<file path="config.mk">
export PLATFORM = sky130hd
export DESIGN_NAME = sync_fifo_burst_reader
export DESIGN_NICKNAME = d
export VERILOG_FILES = /design/src/rtl/sync_fifo_burst_reader_pkg.sv /design/src/rtl/sync_fifo_burst_reader_oreg.sv /design/src/rtl/sync_fifo_burst_reader.sv
export SDC_FILE = /design/constraint.sdc
export NUM_CORES = 1
export LEC_CHECK = 0
export ABC_CLOCK_PERIOD_IN_PS = 2600
export CORE_ASPECT_RATIO = 0.9
export CORE_MARGIN = 4
export CORE_UTILIZATION = 37
export CTS_CLUSTER_SIZE = 24
export DETAILED_ROUTE_END_ITERATION = 10
export GPL_TIMING_DRIVEN = 0
export PLACE_DENSITY = 0.64
export SLEW_MARGIN = 10
export SYNTH_ARGS = -nofsm -noshare
export SYNTH_HDL_FRONTEND = slang
export SYNTH_HIERARCHICAL = 1
export SYNTH_SLANG_ARGS = --single-unit
</file>
<file path="constraint.sdc">
create_clock -name clk -period 2.6 [get_ports clk]
set_input_delay 0.52 -clock clk [delete_from_list [all_inputs] [get_ports clk]]
set_output_delay 0.52 -clock clk [all_outputs]
set_load 0.1 [all_outputs]
</file>
<file path="src/rtl/sync_fifo_burst_reader_pkg.sv">
// Shared types and parameter legality check for the sync_fifo burst reader.
// Imported by sync_fifo_burst_reader and sync_fifo_burst_reader_oreg.
package sync_fifo_burst_reader_pkg;

    typedef enum logic [1:0] {
        IDLE  = 2'd0,
        BURST = 2'd1,
        FLUSH = 2'd2
    } state_t;

    // A burst needs at least two beats so that AE_LEVEL = BURST_LEN-1 is meaningful.
    function automatic bit params_legal(input int width, input int burst_len,
                                        input int timeout, input int cnt_w);
        return (width >= 1) && (burst_len >= 2) && (timeout >= 1) && (cnt_w >= 1);
    endfunction

endpackage

</file>
<file path="src/rtl/sync_fifo_burst_reader_oreg.sv">
// Single-entry output register for the burst reader stream side.
// Holds m_valid/m_data/m_last and reports when a new beat may be loaded.
module sync_fifo_burst_reader_oreg
    import sync_fifo_burst_reader_pkg::*;
#(
    parameter int WIDTH = 32
) (
    input  logic             clk,
    input  logic             rst,
    input  logic             load,
    input  logic [WIDTH-1:0] load_data,
    input  logic             load_last,
    input  logic             m_ready,
    output logic             m_valid,
    output logic [WIDTH-1:0] m_data,
    output logic             m_last,
    output logic             slot_free,
    output logic             accept
);

    // The slot is free when empty or when its beat leaves this cycle.
    assign slot_free = !m_valid || m_ready;
    assign accept    = m_valid && m_ready;

    always_ff @(posedge clk or posedge rst) begin
        if (rst) begin
            m_valid <= 1'b0;
            m_data  <= '0;
            m_last  <= 1'b0;
        end else if (load) begin
            m_valid <= 1'b1;
            m_data  <= load_data;
            m_last  <= load_last;
        end else if (accept) begin
            m_valid <= 1'b0;
        end
    end

endmodule

</file>
<file path="src/rtl/sync_fifo_burst_reader.sv">
// Read engine draining a show-ahead sync_fifo into BURST_LEN-beat stream bursts, flushing leftovers on timeout.
// Optional statistics counters (burst_cnt/flush_cnt) are built when SYNC_FIFO_BURST_READER_STATS_EN is defined.
module sync_fifo_burst_reader
    import sync_fifo_burst_reader_pkg::*;
#(
    parameter int WIDTH     = 32,
    parameter int BURST_LEN = 4,
    parameter int TIMEOUT   = 16,
    parameter int CNT_W     = 16
) (
    input  logic             clk,
    input  logic             rst,
    input  logic [WIDTH-1:0] fifo_dout,
    input  logic             fifo_empty,
    input  logic             fifo_a_empty,
    output logic             fifo_pop,
    output logic             m_valid,
    input  logic             m_ready,
    output logic [WIDTH-1:0] m_data,
    output logic             m_last,
    output logic             busy
`ifdef SYNC_FIFO_BURST_READER_STATS_EN
    ,
    output logic [CNT_W-1:0] burst_cnt,
    output logic [CNT_W-1:0] flush_cnt
`endif
);

    localparam int BEAT_W = $clog2(BURST_LEN) + 1;
    localparam int TMR_W  = (TIMEOUT > 1) ? $clog2(TIMEOUT) : 1;
    localparam logic [BEAT_W-1:0] BURST_BEATS = BEAT_W'(BURST_LEN);
    localparam logic [BEAT_W-1:0] FLUSH_BEATS = BEAT_W'(1);
    localparam logic [TMR_W-1:0]  TMR_LAST    = TMR_W'(TIMEOUT - 1);

    if (!params_legal(WIDTH, BURST_LEN, TIMEOUT, CNT_W)) begin : g_param_check
        $error("sync_fifo_burst_reader: illegal parameter combination");
    end

    state_t            state;
    state_t            state_nxt;
    logic [BEAT_W-1:0] beat_cnt;
    logic [BEAT_W-1:0] beat_target;
    logic [TMR_W-1:0]  idle_tmr;
    logic              active;
    logic              beats_left;
    logic              load;
    logic              load_last;
    logic              slot_free;
    logic              accept;
    logic              pkt_done;

    assign active      = (state == BURST) || (state == FLUSH);
    assign beat_target = (state == BURST) ? BURST_BEATS : FLUSH_BEATS;
    assign beats_left  = beat_cnt < beat_target;
    assign load        = active && !fifo_empty && beats_left && slot_free;
    assign load_last   = (beat_cnt + BEAT_W'(1)) == beat_target;
    assign fifo_pop    = load && !rst;
    // m_valid is only ever high for beats of the current packet, so m_last is never stale here.
    assign pkt_done    = active && accept && m_last;
    assign busy        = active || m_valid;

    sync_fifo_burst_reader_oreg #(
        .WIDTH (WIDTH)
    ) u_oreg (
        .clk       (clk),
        .rst       (rst),
        .load      (load),
        .load_data (fifo_dout),
        .load_last (load_last),
        .m_ready   (m_ready),
        .m_valid   (m_valid),
        .m_data    (m_data),
        .m_last    (m_last),
        .slot_free (slot_free),
        .accept    (accept)
    );

    always_ff @(posedge clk or posedge rst) begin
        if (rst) begin
            state <= IDLE;
        end else begin
            state <= state_nxt;
        end
    end

    // A full burst always wins over a pending timeout flush.
    always_comb begin
        state_nxt = state;
        case (state)
            IDLE: begin
                if (!fifo_a_empty) begin
                    state_nxt = BURST;
                end else if (!fifo_empty && (idle_tmr == TMR_LAST)) begin
                    state_nxt = FLUSH;
                end
            end
            BURST, FLUSH: begin
                if (pkt_done) begin
                    state_nxt = IDLE;
                end
            end
            default: state_nxt = IDLE;
        endcase
    end

    always_ff @(posedge clk or posedge rst) begin
        if (rst) begin
            beat_cnt <= '0;
        end else if (pkt_done) begin
            beat_cnt <= '0;
        end else if (load) begin
            beat_cnt <= beat_cnt + BEAT_W'(1);
        end
    end

    always_ff @(posedge clk or posedge rst) begin
        if (rst) begin
            idle_tmr <= '0;
        end else if ((state != IDLE) || (state_nxt != IDLE) || fifo_empty) begin
            idle_tmr <= '0;
        end else begin
            idle_tmr <= idle_tmr + TMR_W'(1);
        end
    end

`ifdef SYNC_FIFO_BURST_READER_STATS_EN
    always_ff @(posedge clk or posedge rst) begin
        if (rst) begin
            burst_cnt <= '0;
            flush_cnt <= '0;
        end else begin
            if (pkt_done && (state == BURST) && (burst_cnt != '1)) begin
                burst_cnt <= burst_cnt + CNT_W'(1);
            end
            if (pkt_done && (state == FLUSH) && (flush_cnt != '1)) begin
                flush_cnt <= flush_cnt + CNT_W'(1);
            end
        end
    end
`endif

endmodule

</file>
==> qor.yml, run 1 <==
period_minus_slack_ps: 2500
grt_pass1_vias: 1455
worstMarginPinSlew_ps: 999
setup_violations: 0
syn_avg_cell_area_um2: 15.4
slew_viol_final: 0
ys_seq_elements: 43
ios: 73
syn_area_mm2: 0.00201
cts-root-buf: "clkbuf_8"
fin_worst_skew_ps: 4.94
htree_levels: 2
synth_top_flop_cell: "dfrtp_1"
grt_use_total_pct: 14.5
vias_per_cell: 4.61
die-area_mm2: 0.00669
ant_nets: 0
grt_overflow: 0
die_y_um: 78
io_buffers: 72
endpoint_kind: "output pin"
rsz0062_at_grt: "false"
seq_area_frac_synth_pct: 53.4
drt-initial-drc-count: 78
tns_ps: 0
drive_gt1_share_pct: 28.4
yosysUniqueCellTypes: 30
fin_cells: 282
nFillCells: 417
routed_wl_um: 4580
worstPathArrival_ps: 1980
synth_nets: 175
area_growth_pct: 48.4
drt-pass1-iter-count: 5
cts_tree: "yes"
die_x_um: 85.8
finalNetCount: 258
dp_worst_setup_slack_ps: -907
hpwl_um: 3380
initial_core_util_pct: 38.3
clk_path_buf_depth: 2
outcome: "completed"
fp-row-count: 25
grt_pass1_wl_um: 7410
antenna_found_initial: 0
numCtsBuffers: 5
path_max_fanout: 6
worstSetupPathType: "register to output pin"
cts.sinks: 43
core_area_mm2: 0.00526
drt-wirelength-per-cell_um: 16.2
max_freq_ghz: 0.401
async_flop_share_pct: 100
vias: 1300
dp.cells: 270
finalHoldViolCount: 0
grt_start_max_net_pins: 35
startpoint_type: "register"
clkTransAtPathRegs_ps: 70
setup_ws_ps: 104
yosys_warnings: 6
drv_cap: 0
timing.final.crit_share_pct: 96.0
diodes: 0
netlist_instances: 131
hold_path_class: "register to register"
drc: 0
synth_edf_count: 0
gp_congestion: 0.783
insertion_delay_ps: 290
required_ps: 2080
relSlewSlack_pct: 33.2
==> final timing paths <==
check / startpoint / endpoint / depth (start not counted) / slack, ps
max: state[0] / busy / 5 / 100
min: idle_tmr[0] / idle_tmr[0] / 1 / 480
max reg2reg: state[1] / u_oreg/m_data[23] / 11 / 260
min reg2reg: idle_tmr[0] / idle_tmr[0] / 1 / 480
max in group asynchronous: rst / u_oreg/m_data[26] / 2 / 1460
min in group asynchronous: rst / beat_cnt[2] / 2 / 540
==> area by class of cell <==
class / instances / area, um^2 / area share (%)
Sequential cell: 43 / 1080 / 36.0
Multi-Input combinational cell: 77 / 870 / 29.1
Timing Repair Buffer: 76 / 762 / 25.5
Clock buffer: 8 / 100 / 3.35
Tap cell: 67 / 83.8 / 2.80
Buffer: 4 / 71.3 / 2.39
Inverter: 7 / 26.3 / 0.879
==> layout by cell type (no fill, tap or decap), drive strengths merged <==
cell type and count:
a32oi 2, nor4b 1, a21o 1, and3 1, dfrtp 43, xnor2 4
or2 1, a21bo 1, clkdlybuf4s50 70, nand3b 1, ha 7, xor2 1
mux2 33, buf 9, nand2 2, inv 7, mux2i 1, a21oi 2
nand4b 1, clkbuf 8, a2111oi 1, nor4 3, and2 2, a31oi 1
nor3 1, nor2 4, clkdlybuf4s15 1, nand3 2, nand2b 4
==> per-stage QoR <==
stage               utilization [%]  hold slack (ps)  area (um^2)
floorplan                         -              353         2010
global placement               53.6              457         2820
detailed placement             53.6              472         2820
CTS                            56.4              482         2960
global route                   56.9              528         2990
finish                         56.9              482         2990
==> critical path, cell delays in order (launching register included) <==
cell             delay [ps]
dfrtp_1                 380
buf_4                   140
inv_1                    40
ha_1                    350
or2_2                   310
clkdlybuf4s15_2         460
==> cell usage after synthesis, drive strengths merged (2+ instances only) <==
master | n | area [um^2]
nor2 | 4 | 15.0
nand2 | 2 | 7.51
mux2 | 33 | 480
nand3 | 2 | 10.0
a32oi | 2 | 17.5
buf | 4 | 71.3
ha | 7 | 87.6
and2 | 2 | 13.8
nor4 | 3 | 18.8
inv | 7 | 26.3
nand2b | 4 | 32.5
xnor2 | 4 | 35.0
a21oi | 2 | 10.0
dfrtp | 43 | 1080
==> flip-flops by register name (all words and copies together), names as in the netlist <==
signal / flops
idle_tmr: 4
beat_cnt: 3
u_oreg/m_valid: 1
u_oreg/m_data: 32
u_oreg/m_last: 1
state: 2
==> metal layers <==
metal  wire [um]  vias to the layer above  part of all wire [%]  track usage, %
met5           0                        -                     0               0
met2        2280                       49                    50            24.5
li1            -                      623                     -               -
met4          22                        0                  0.48            3.32
met1        1880                      624                    41            16.7
met3         395                        4                   8.6            6.90
==> what timing repair did <==
item,4_1_cts,5_1_grt
pin swaps,1,1
cloned,0,0
hold buffers,0,0
gates resized for setup,16,3
setup buffers,2,2
setup endpoints to repair,2,1
==> logic make-up (layout without fill, tap and decap cells) <==
kind of cell               Yosys count  in the layout  synth area share [%]
DFF                                 43             43                  53.4
muxes                               34             34                  24.3
and+or+nand+nor                     23             23                  6.96
buffers and inverters               11             95                  4.85
AOI/OAI and AO/OA                    8              8                  3.91
adders and majority gates            7              7                  4.35
xor gates and xnor gates             5              5                  2.17
Power of run 1 is left out: the tool's default activity adds up to more than one toggle a clock period on the data nets, which glitch-free logic cannot reach.
==> run 2, diff against run 1 <==
- ABC_AREA: default -> 1
- ABC_CLOCK_PERIOD_IN_PS: 2600 -> 2000
- PLACE_DENSITY: 0.64 -> 0.67
- clock period: 2.6 -> 2 ns (I/O delays scaled with it)
==> run 2 against run 1 <==
- the flow now finishes with violations (negative setup slack)
- flip-flop and latch count is the same
- clock skew grew 4.5 ps
- worst hold slack got worse by 13 ps
- die area fell by 1.6%
- first-iteration DRC count down 41%
- synthesized cell count is 71% higher
- non-clock buffer count grew 3
- area after synthesis down 1.8%
- routed wire length is 1.1% higher
- count of clock-buffer cells in the layout down 1
- critical path type unchanged
==> qor.yml, run 2 <==
outcome: "complete, but fails checks"
violations: "negative setup slack"
path_cells: "ha_4 > inv_4 > ha_4 > a21boi_4 > nor3_2 > nand3_2 > nor2_4 > buf_12"
finalNetCount: 351  # +36%
grt_pass1_vias: 1600  # +10%
synth-xor-area-share_pct: 1.33  # -0.85 points
seq_area_frac_synth_pct: 54.4  # +0.98 points
ant_nets: 0  # unchanged
synth_area_leaders: "dfrtp_1 54%, nand2_1 21%, ha_1 4.4%"
startpoint_type: "register"
routed_wl_um: 4630  # +1.1%
area_growth_pct: 48.3  # about the same
fin_cells: 373  # +32%
ys_seq_elements: 43  # unchanged
rsz0062_at_grt: "true"
grt_use_total_pct: 14.7  # +0.17 points
crit_path_frequent_cell: "ha_4"
clk_path_buf_depth: 2  # unchanged
synth_nets: 268  # +53%
fp-row-count: 24  # -4.0%
htree_levels: 2  # unchanged
synth_common_cells: "110 x nand2_1, 43 x dfrtp_1, 16 x inv_1"
multi_input_area_um2: 811  # -6.8%
largest_register: "u_oreg/m_data"
setup_violations: 1  # +1
wl_met3_um: 318  # -19%
reg2reg_from: "state[0]"
grt_overflow: 0  # unchanged
synth-simple-area-share_pct: 31.9  # +25 points
final_common_cell: "nand2_1"
timing.final.crit_share_pct: 117
setup_ws_ps: -344  # -448 ps
wl_met2_um: 2150  # -5.9%
r2r-end: "u_oreg/m_data[1]"
numCtsBuffers: 5  # unchanged
drt-initial-drc-count: 46  # -41%
cts_tree: "yes"
path_max_fanout: 4  # -2
die_y_um: 77.4  # -0.81%
drt-pass1-iter-count: 3  # -2
drt-wirelength-per-cell_um: 12.4  # -24%
grt_start_max_net_pins: 35  # unchanged
reg2regPathDepth: 9  # -2
regArea_mm2: 0.00108  # +0.12%
clkTransAtPathRegs_ps: 80  # about the same
critPathBufInv: 2  # -1
slew_viol_final: 0  # unchanged
cts.sinks: 43  # unchanged
r2r_slack_ps: 110  # -150 ps
worstSetupPathType: "register to output pin"
syn_area_mm2: 0.00198  # -1.8%
fin_worst_skew_ps: 9.47  # +4.54 ps
antenna_found_initial: 0  # unchanged
hold_depth: 2  # +1
met1Wirelength_um: 2110  # +12%
endpoint_kind: "output pin"
async_flop_share_pct: 100  # unchanged
layout_common_cells: "110 x nand2_1, 42 x dfrtp_1, 36 x clkdlybuf4s50_1"
cts-root-buf: "clkbuf_8"
max_freq_ghz: 0.427
required_ps: 1600  # -480 ps
dp.cells: 361  # +34%
synth_edf_count: 0  # unchanged
synth_top_family_by_area: "simple AND/OR/NAND/NOR gates"
die-area_mm2: 0.00658  # -1.6%
yosysUniqueCellTypes: 23  # -23%
grt_pass1_wl_um: 7800  # +5.3%
largest_reg_flops: 32  # unchanged
worstMarginPinSlew_ps: 1000  # +3.44 ps
dr.max_layer_used: "met4"
io_buffers: 72  # unchanged
hold_path_class: "register to register"
crit_family: "simple AND/OR/NAND/NOR gates"
synth_top_flop_cell: "dfrtp_1"
ios: 73  # unchanged
die_x_um: 85.1  # -0.82%
worstPathArrival_ps: 1940  # -40 ps
worstHoldStart: "u_oreg/m_data[23]"
drv_cap: 0  # unchanged
hold_end: "u_oreg/m_data[23]"
reg_top3: "u_oreg/m_data x32, idle_tmr x4, beat_cnt x3"
drc: 0  # unchanged
yosys_warnings: 6  # unchanged
nFillCells: 465  # +12%
initial_core_util_pct: 39.4  # +1.1 points
syn_avg_cell_area_um2: 8.83  # -43%
synth_compound_area_share_pct: 0.380  # -3.5 points
yosysTopAreaCellShare_pct: 54.4  # +0.98 points
period_minus_slack_ps: 2340
relSlewSlack_pct: 33.5  # +0.24 points
netlist_instances: 224  # +71%
yosys.area.top_type: "dfrtp_1"
core_area_mm2: 0.00501  # -4.6%
drive_gt1_share_pct: 16.6  # -12 points
hpwl_um: 3410  # +1.1%
critical_path.max_stage_delay_ps: 440  # -20 ps
yosys-mux-area-fraction_pct: 0  # -24 points
yosysMostFrequentCell: "nand2_1"
vias_per_cell: 4.35  # -5.7%
gp_congestion: 0.769  # -1.8%
critPathSlowestCell: "dfrtp_2"
vias: 1621  # +25%
synth_fa_ha_area_share_pct: 4.43  # +0.080 points
insertion_delay_ps: 290  # about the same
diodes: 0  # unchanged
finalHoldViolCount: 0  # unchanged
run 2: changes by cell type after synthesis, moves of 4 or more:
cell	previous run	this run
mux2_2	4	0
inv_1	7	16
nor2_2	0	4
mux2_4	29	0
nand3_1	2	9
nand2_2	0	9
nand2_1	2	110
run 2: worst max path at each step:
stage	cells after the start	startpoint	endpoint
after global routing	8	state[0]	fifo_pop
final	8	state[0]	fifo_pop
after global placement	8	state[0]	fifo_pop
after floorplan	8	state[1]	fifo_pop
after detailed placement	8	state[0]	fifo_pop
after CTS	9	state[1]	fifo_pop
run 2: timing repair:
action,4_1_cts,5_1_grt
setup buffers,3,1
pin swaps,4,1
hold buffers,0,0
resized for setup,54,4
hold endpoints to repair,0,0
cloned,0,0
endpoints found under the setup margin,36,4
run 2: per-stage QoR:
step / TNS, ps / worst slack (ps) / hold WS [ps] / area (um^2) / util, %
global placement: -6860 / -1080 / 453 / 2830 / 56.4
CTS: -352 / -334 / 472 / 2910 / 58.1
finish: -344 / -344 / 468 / 2930 / 58.5
detailed placement: -4090 / -1140 / 458 / 2830 / 56.4
global route: -434 / -426 / 495 / 2930 / 58.5
floorplan: -252 / -252 / 228 / 2020 / -
run 2: cells by family (layout without fill, tap and decap cells):
logic type / count (synthesis) / in the layout
and+or+nand+nor: 144 / 144
AOI/OAI and AO/OA: 1 / 1
DFF: 43 / 43
buffers and inverters: 26 / 110
xor gates and xnor gates: 3 / 3
adders and majority gates: 7 / 7
run 2: cell type report:
type | count | share of cell area [%]
buffer | 7 | 2.43
clock buffer | 7 | 2.60
clock inverter | 1 | 0.171
inverter | 19 | 2.77
multi-input combinational | 155 | 27.6
sequential | 43 | 36.7
tap | 65 | 2.77
timing repair buffer | 76 | 24.9
run 2: routing by layer:
layer | track usage (%) | vias up
met5 | 0 | -
met4 | 3.80 | 0
met3 | 4.98 | 5
met2 | 23.3 | 44
met1 | 19.4 | 730
li1 | - | 842
run 2: tightest hold or removal path, stage by stage (launching register included):
cell	delay, ps
dfrtp_1	340
nand2_1	50
nand2_1	50
Power of run 2 is left out for the same reason.
==> run 3, diff against run 2 <==
- ABC_CLOCK_PERIOD_IN_PS: 2000 -> 2700
- PLACE_DENSITY: 0.67 -> 0.65
- clock period: 2 -> 2.7 ns (I/O delays scaled with it)
==> run 3 against run 2 <==
- count of clock-buffer cells in the layout decreased by 1
- routed wire length decreased by 6.4%
- final area decreased by 1.1%
- highest routed layer unchanged
- die area unchanged
- non-clock buffer count decreased by 4
- flip-flop and latch count unchanged
- final cell count decreased by 1.3%
- via count decreased by 3.4%
- the flow now finishes without violations
- worst setup slack improved by 360 ps
- global-route usage decreased by 1.1 points
==> qor.yml, run 3 (synthesis results as in run 2) <==
outcome: "completed"
relSlewSlack_pct: 32.7  # -0.73 points
path_depth: 9  # +1
cts_setup_buffers: 0  # -3
reg2regPathDepth: 11  # +2
fp-row-count: 24  # unchanged
slew_viol_final: 0  # unchanged
insertion_delay_ps: 290  # about the same
nFillCells: 445  # -4.3%
vias: 1566  # -3.4%
ios: 73  # unchanged
largest_register: "u_oreg/m_data"
drv_cap: 0  # unchanged
critPathSlowestCell: "dfrtp_1"
vias_per_cell: 4.26  # -2.1%
r2r_slack_ps: 680  # +570 ps
gp_congestion: 0.716  # -6.9%
core_area_mm2: 0.00501  # unchanged
multi_input_area_um2: 764  # -5.7%
grt_pass1_vias: 1485  # -7.2%
worstMarginPinSlew_ps: 1010  # +3.77 ps
die-area_mm2: 0.00658  # unchanged
hpwl_um: 3290  # -3.5%
dp_worst_setup_slack_ps: -596  # +541 ps
finalHoldViolCount: 0  # unchanged
routed_wl_um: 4330  # -6.4%
io_buffers: 72  # unchanged
die_x_um: 85.1  # unchanged
area_growth_pct: 46.6
drc: 0  # unchanged
cts-root-buf: "clkbuf_8"
endpoint_kind: "output pin"
startpoint_type: "register"
diodes: 0  # unchanged
initial_core_util_pct: 39.4  # unchanged
fin_worst_skew_ps: 3.27  # -6.21 ps
grt_use_total_pct: 13.6  # -1.1 points
worstSetupPathType: "register to output pin"
drt-wirelength-per-cell_um: 11.8  # -5.2%
grt_start_max_net_pins: 35  # unchanged
layout_common_cells: "110 x nand2_1, 70 x clkdlybuf4s50_1, 43 x dfrtp_1"
hold_buffers: 0  # unchanged
hold_path_class: "register to register"
crit_family: "simple AND/OR/NAND/NOR gates"
startpoint: "state[1]"
path_max_fanout: 4  # unchanged
largest_reg_flops: 32  # unchanged
grt_pass1_wl_um: 7040  # -9.7%
timing.final.crit_share_pct: 99.4
required_ps: 2160  # +560 ps
clkTransAtPathRegs_ps: 70  # about the same
critPathBufInv: 3  # +1
regArea_mm2: 0.00108  # -0.12%
drt-initial-drc-count: 78  # +70%
worstPathArrival_ps: 2140  # +200 ps
max_freq_ghz: 0.373
setup_violations: 0  # -1
numCtsBuffers: 5  # unchanged
path_cells: "inv_1 > ha_1 > inv_1 > ha_1 > a21boi_1 > nor3_1 > nand3_2 > nor2_4 > buf_12"
die_y_um: 77.4  # unchanged
grt_overflow: 0  # unchanged
final_common_cell: "nand2_1"
rsz0062_at_grt: "true"
r2r-end: "u_oreg/m_data[4]"
critical_path.max_stage_delay_ps: 400  # -40 ps
antenna_found_initial: 0  # unchanged
drt-pass1-iter-count: 4  # +1
reg2reg_from: "state[1]"
reg_top3: "u_oreg/m_data x32, idle_tmr x4, beat_cnt x3"
stdcell_area_mm2: 0.00290  # -1.1%
placed_area_mm2: 0.00278  # -1.5%
htree_levels: 2  # unchanged
finalNetCount: 347  # -1.1%
setup_ws_ps: 16.9  # +361 ps
ant_nets: 0  # unchanged
period_minus_slack_ps: 2680
crit_path_end: "fifo_pop"
cts.sinks: 43  # unchanged
clk_path_buf_depth: 2  # unchanged
cts_tree: "yes"
drive_gt1_share_pct: 12.9  # -3.7 points
[run 3: worst min path at each step]
stage                     cells past startpoint         startpoint                end  slack [ps]
final                                         2  u_oreg/m_data[23]  u_oreg/m_data[23]         470
after global placement                        2  u_oreg/m_data[31]  u_oreg/m_data[31]         450
after global routing                          2  u_oreg/m_data[20]  u_oreg/m_data[20]         490
after detailed placement                      2  u_oreg/m_data[23]  u_oreg/m_data[23]         460
after CTS                                     2  u_oreg/m_data[27]  u_oreg/m_data[27]         480
after floorplan                               1                rst        beat_cnt[0]         370
[run 3: per-stage QoR]
stage | cells | TNS [ps] | util (%) | hold slack (ps)
after detailed placement | 361 | -596 | 55.5 | 458
final | 368 | 0 | 57.8 | 471
after global placement | 361 | -570 | 55.5 | 453
after CTS | 368 | -29.6 | 57.6 | 477
after floorplan | 224 | 0 | - | 368
after global routing | 368 | -141 | 57.8 | 491
[run 3: repair_timing]
item / CTS / global route
pin swaps: 0 / 1
resized for setup: 9 / 5
hold endpoints to repair: 0 / 0
setup endpoints to repair: 2 / 2
[run 3: final cells by class]
| type | instances | share of cell area, % |
|---|---|---|
| Buffer | 7 | 2.46 |
| Clock buffer | 6 | 2.50 |
| Clock inverter | 1 | 1.04 |
| Inverter | 19 | 2.72 |
| Multi-Input combinational cell | 155 | 26.4 |
| Sequential cell | 43 | 37.1 |
| Tap cell | 65 | 2.80 |
| Timing Repair Buffer | 72 | 25.0 |
[run 3: worst reg2reg max path: cells and delay by family, from the launching register on]
kind / cells / cell delay (ps)
adder cells (fa/ha/maj): 2 / 410
buffers and inverters: 5 / 560
flip-flops: 1 / 400
AND/OR/NAND/NOR: 3 / 380
AO/OA/AOI/OAI: 1 / 170
[run 3: layer usage]
metal	GRT usage [%]	vias to the layer above	share of wire, %	routed length, um
li1	-	830	-	-
met1	17.4	683	45	1970
met2	20.2	46	44	1920
met3	5.72	7	8.4	364
met4	5.70	0	1.9	81
met5	0	-	0	0
Power of run 3 is left out for the same reason.
